## config.mk

```make
export PLATFORM = sky130hd
export DESIGN_NAME = sat_counter
export DESIGN_NICKNAME = d
export VERILOG_FILES = /design/src/rtl/sat_counter.sv
export SDC_FILE = /design/constraint.sdc
export NUM_CORES = 1
export LEC_CHECK = 0
export CAP_MARGIN = 20
export CORE_MARGIN = 3
export CORE_UTILIZATION = 57
export CTS_BUF_LIST = sky130_fd_sc_hd__clkbuf_4 sky130_fd_sc_hd__clkbuf_8
export CTS_CLUSTER_DIAMETER = 40
export DETAILED_ROUTE_END_ITERATION = 6
export PLACE_DENSITY = 0.95
export RECOVER_POWER = 25
export SKIP_LAST_GASP = 1
export SYNTH_ARGS = -nofsm -noshare
export SYNTH_HDL_FRONTEND = slang
export SYNTH_SLANG_ARGS = --single-unit
export TNS_END_PERCENT = 20
```

## constraint.sdc

```tcl
create_clock -name clk -period 3.8 [get_ports clk]
set_clock_uncertainty 0.05 [all_clocks]
set_input_delay 0.95 -clock clk [delete_from_list [all_inputs] [get_ports clk]]
set_output_delay 0.95 -clock clk [all_outputs]
set_load 0.02 [all_outputs]
```

## src/rtl/sat_counter.sv

```systemverilog
// rtl/sat_counter.sv - width-parameterized saturating counter with clear and increment
module sat_counter #(
   parameter int W = 32
) (
   input  logic         clk,
   input  logic         rst_i,
   input  logic         clr_i,
   input  logic         inc_i,
   output logic [W-1:0] cnt_o
);

   logic [W-1:0] cnt_q;
   logic [W-1:0] cnt_d;

   // Clear has priority; otherwise count up and stick at all-ones.
   always_comb begin
      cnt_d = cnt_q;
      if (clr_i) begin
         cnt_d = '0;
      end else if (inc_i && (cnt_q != {W{1'b1}})) begin
         cnt_d = cnt_q + 1'b1;
      end
   end

   // Count register.
   always_ff @(posedge clk or posedge rst_i) begin
      if (rst_i) begin
         cnt_q <= '0;
      end else begin
         cnt_q <= cnt_d;
      end
   end

   assign cnt_o = cnt_q;

endmodule

```

==> metrics.md <==
| Metric | Value |
|---|---|
| Worst r2r src | cnt_o[0] |
| Leakage | about 0.00081 µW |
| Slew of the pin with the lowest slew margin | approximately 1.7 ns |
| Total of max-cap violations | 1 |
| Final setup fails | 0 |
| Overall Global Routing Usage | 0.251 |
| Worst vdd rail ir drop | approximately 0.23 mV |
| Hold EP | cnt_o[27] |
| Clock Tree Buf Depth | 2 |
| DR vias | roughly 1700 |
| Max reg flops | 32 |
| Final period utilization | 0.747 |
| FFs w/ async S/R, synth | 1.00 |
| Type of destination of the critical path | register |
| Core ar. | 2830 µm² |
| Largest net degree at the start of global routing | 33 |
| P&R area growth vs syn | 25.4% |
| Initial antenna violation count | 0 |
| Final core occ | 0.772 |
| Status | finished with violations |
| Die Span Y | a little over 60 µm |
| Detail Placement HPWL | approximately 3000 µm |
| Yosys cell types | 33 |
| Setup Buffers After CTS | 0 |
| NumNets Final | approximately 230 |
| Synth cell count leaders | dfrtp_1 (32), a21oi_1 (27), o31ai_1 (15) |
| Max Clock Freq | 352 MHz |
| Clock Latency Late Sink | between 0.3 and 0.4 ns |
| Post-Syn Nets | 191 |
| RR Endpoint | cnt_o[30] |
| Critical Path Source Type | input pin |
| Violated checks | max-capacitance violations, max-slew violations |
| Hold WC Path Type | register to register |
| Initial Util | 0.615 |
| I/O pins | 36 |
| DRT iter0 DRCs | 128 |
| Critical path class | input pin to register |
| Cell count of the worst reg-to-reg path | 6 |
| IO Port Bufs | 35 |
| RSZ-0062 raised after global routing | no |
| Mapped Area | 1740 µm² |
| Worst-path fanout max | 15 |
| Root Buffer | clkbuf_4 |
| Setup TNS Final | 0 ns |
| Flops & latches, synth | 32 |
| First-pass GRT wire length | between 7000 and 8000 µm |
| Hold_sp | cnt_o[27] |
| TritonCTS clock tree | done |
| Hold Fails Final Rpt | 0 |
| Slew headroom | -0.146 |
| Congestion Overflow GR | 0 |
| Largest cells by area after synthesis | dfrtp_1 (46%), a21oi_1 (7.8%), o31ai_1 (6.5%) |
| Most used DFF post-synth | dfrtp_1 |
| GPL Wtd Cong | between 0.8 and 0.9 |
| Vias in the first global route | ~1600 |
| Routed len/inst | 16.9 µm |
| Die width | approximately 60 µm |
| Antenna Nets Post-Route | 0 |
| Worst hold stages | 2 |
| H-tree Lvls | 2 |
| Routed wire length | 4360 µm |
| CTS Buf Count | 5 |
| Area share of the largest cell type after synthesis | 0.460 |
| Die area | ~3800 µm² |
| Power Density | 268 nW/µm² |
| Post-cts hold buffer count | 0 |
| Pre-antenna DRT Iters | 4 |
| Layout cells sized above 1 | 0.0705 |
| Critical path arrival | between 3 and 4 ns |
| Resized cells post-CTS | 0 |
| Cell taking the most area after synthesis | dfrtp_1 |
| Crit path required time | 4.03 ns |
| Flop2flop setup slack | around 1.4 ns |
| Post-synthesis cell count | ~190 |
| Num Clock Sinks | 32 |
| FP Rows | 19 |
| Final Critical Period | roughly 2.8 ns |
| Max-slew violation count | 33 |
| Post-synthesis sequential area ratio | 0.460 |
| Number of synthesized flops with an enable pin | 0 |
| Clock-pin transition on the worst setup and hold timing paths | roughly 0.10 ns |
| N_diodes | 0 |
| Synth Warn # | 0 |
| Syn_area_per_cell | just over 9 µm² |
| DRC Markers | 0 |
| Vias/cell | between 6 and 7 |
| Cell with the most instances after synthesis | dfrtp_1 |
==> critical path: stages <==
cell	delay [ns]
clkdlybuf4s50_1	0.52
nand4_1	0.25
nor3_1	0.34
o311ai_1	0.15
buf_4	0.21
or4_1	0.50
a21oi_1	0.15
==> where the power goes <==
part	internal (µW)	switching [µW]
logic	10.5	19.9
clock network	87.9	121
registers	342	2.84
total	441	144
==> worst max path at each step <==
| stage | startpoint | endpoint | slack [ns] | depth (start not counted) |
|---|---|---|---|---|
| 2_1_floorplan | inc_i | cnt_o[19] | 1.39 | 6 |
| 3_3_place_gp | inc_i | cnt_o[27] | 0.75 | 7 |
| 3_5_place_dp | inc_i | cnt_o[27] | 0.61 | 7 |
| 4_1_cts | inc_i | cnt_o[27] | 0.98 | 7 |
| 5_1_grt | rst_i | cnt_o[6] | 0.80 | 3 |
| 6_report | inc_i | cnt_o[27] | 0.96 | 7 |
==> cells by family (layout without fill, tap and decap cells) <==
kind of cell	Yosys count	in the layout	share of synthesized area
buffers and inverters	14	55	0.0352
adder cells (fa/ha/maj)	1	1	0.00719
multiplexers	1	1	0.00575
flip-flops	32	32	0.460
AO/OA/AOI/OAI	61	61	0.218
AND/OR/NAND/NOR	74	74	0.259
XOR/XNOR	3	3	0.0151
==> per-layer routing <==
layer,vias to the layer above,track usage,part of all wire
met1,811,0.301,0.42
met5,-,0,0
met2,53,0.414,0.50
met3,14,0.0608,0.045
met4,0,0.133,0.028
li1,812,-,-
==> per-stage QoR <==
step	setup slack, ns	hold WS (ns)	instances	instance area, µm²	power (µW)
after floorplan	1.39	0.590	186	1740	369
after global placement	0.754	0.497	249	2120	383
after detailed placement	0.608	0.524	249	2120	384
after CTS	0.982	0.537	257	2180	588
after global routing	0.795	0.572	258	2180	603
final	0.962	0.544	258	2180	585
==> cells in the final DEF, fill, tap and decap left out, drive strengths merged, types with 2 or more instances in the layout <==
cell type and n:
nor4 3, nand2 11, nand3 10, nor2 6, or3 13, clkdlybuf4s50 34, and4 4, or4 15
o311ai 2, xnor2 2, o21ai 12, dfrtp 32, o41ai 2, nand4 7, inv 8, buf 2
clkinv 2, and3 3, clkbuf 8, o31ai 15, a21oi 27
==> final cells by class <==
class,count,area [µm²]
repair buffers,39,374
flip-flops and latches,32,801
clock inverters,2,10.0
multi-input cells,140,878
fillers,200,646
clock buffers,6,51.3
inverters,8,30.0
well taps,31,38.8
No activity file was read; power rests on OpenSTA's default activity.
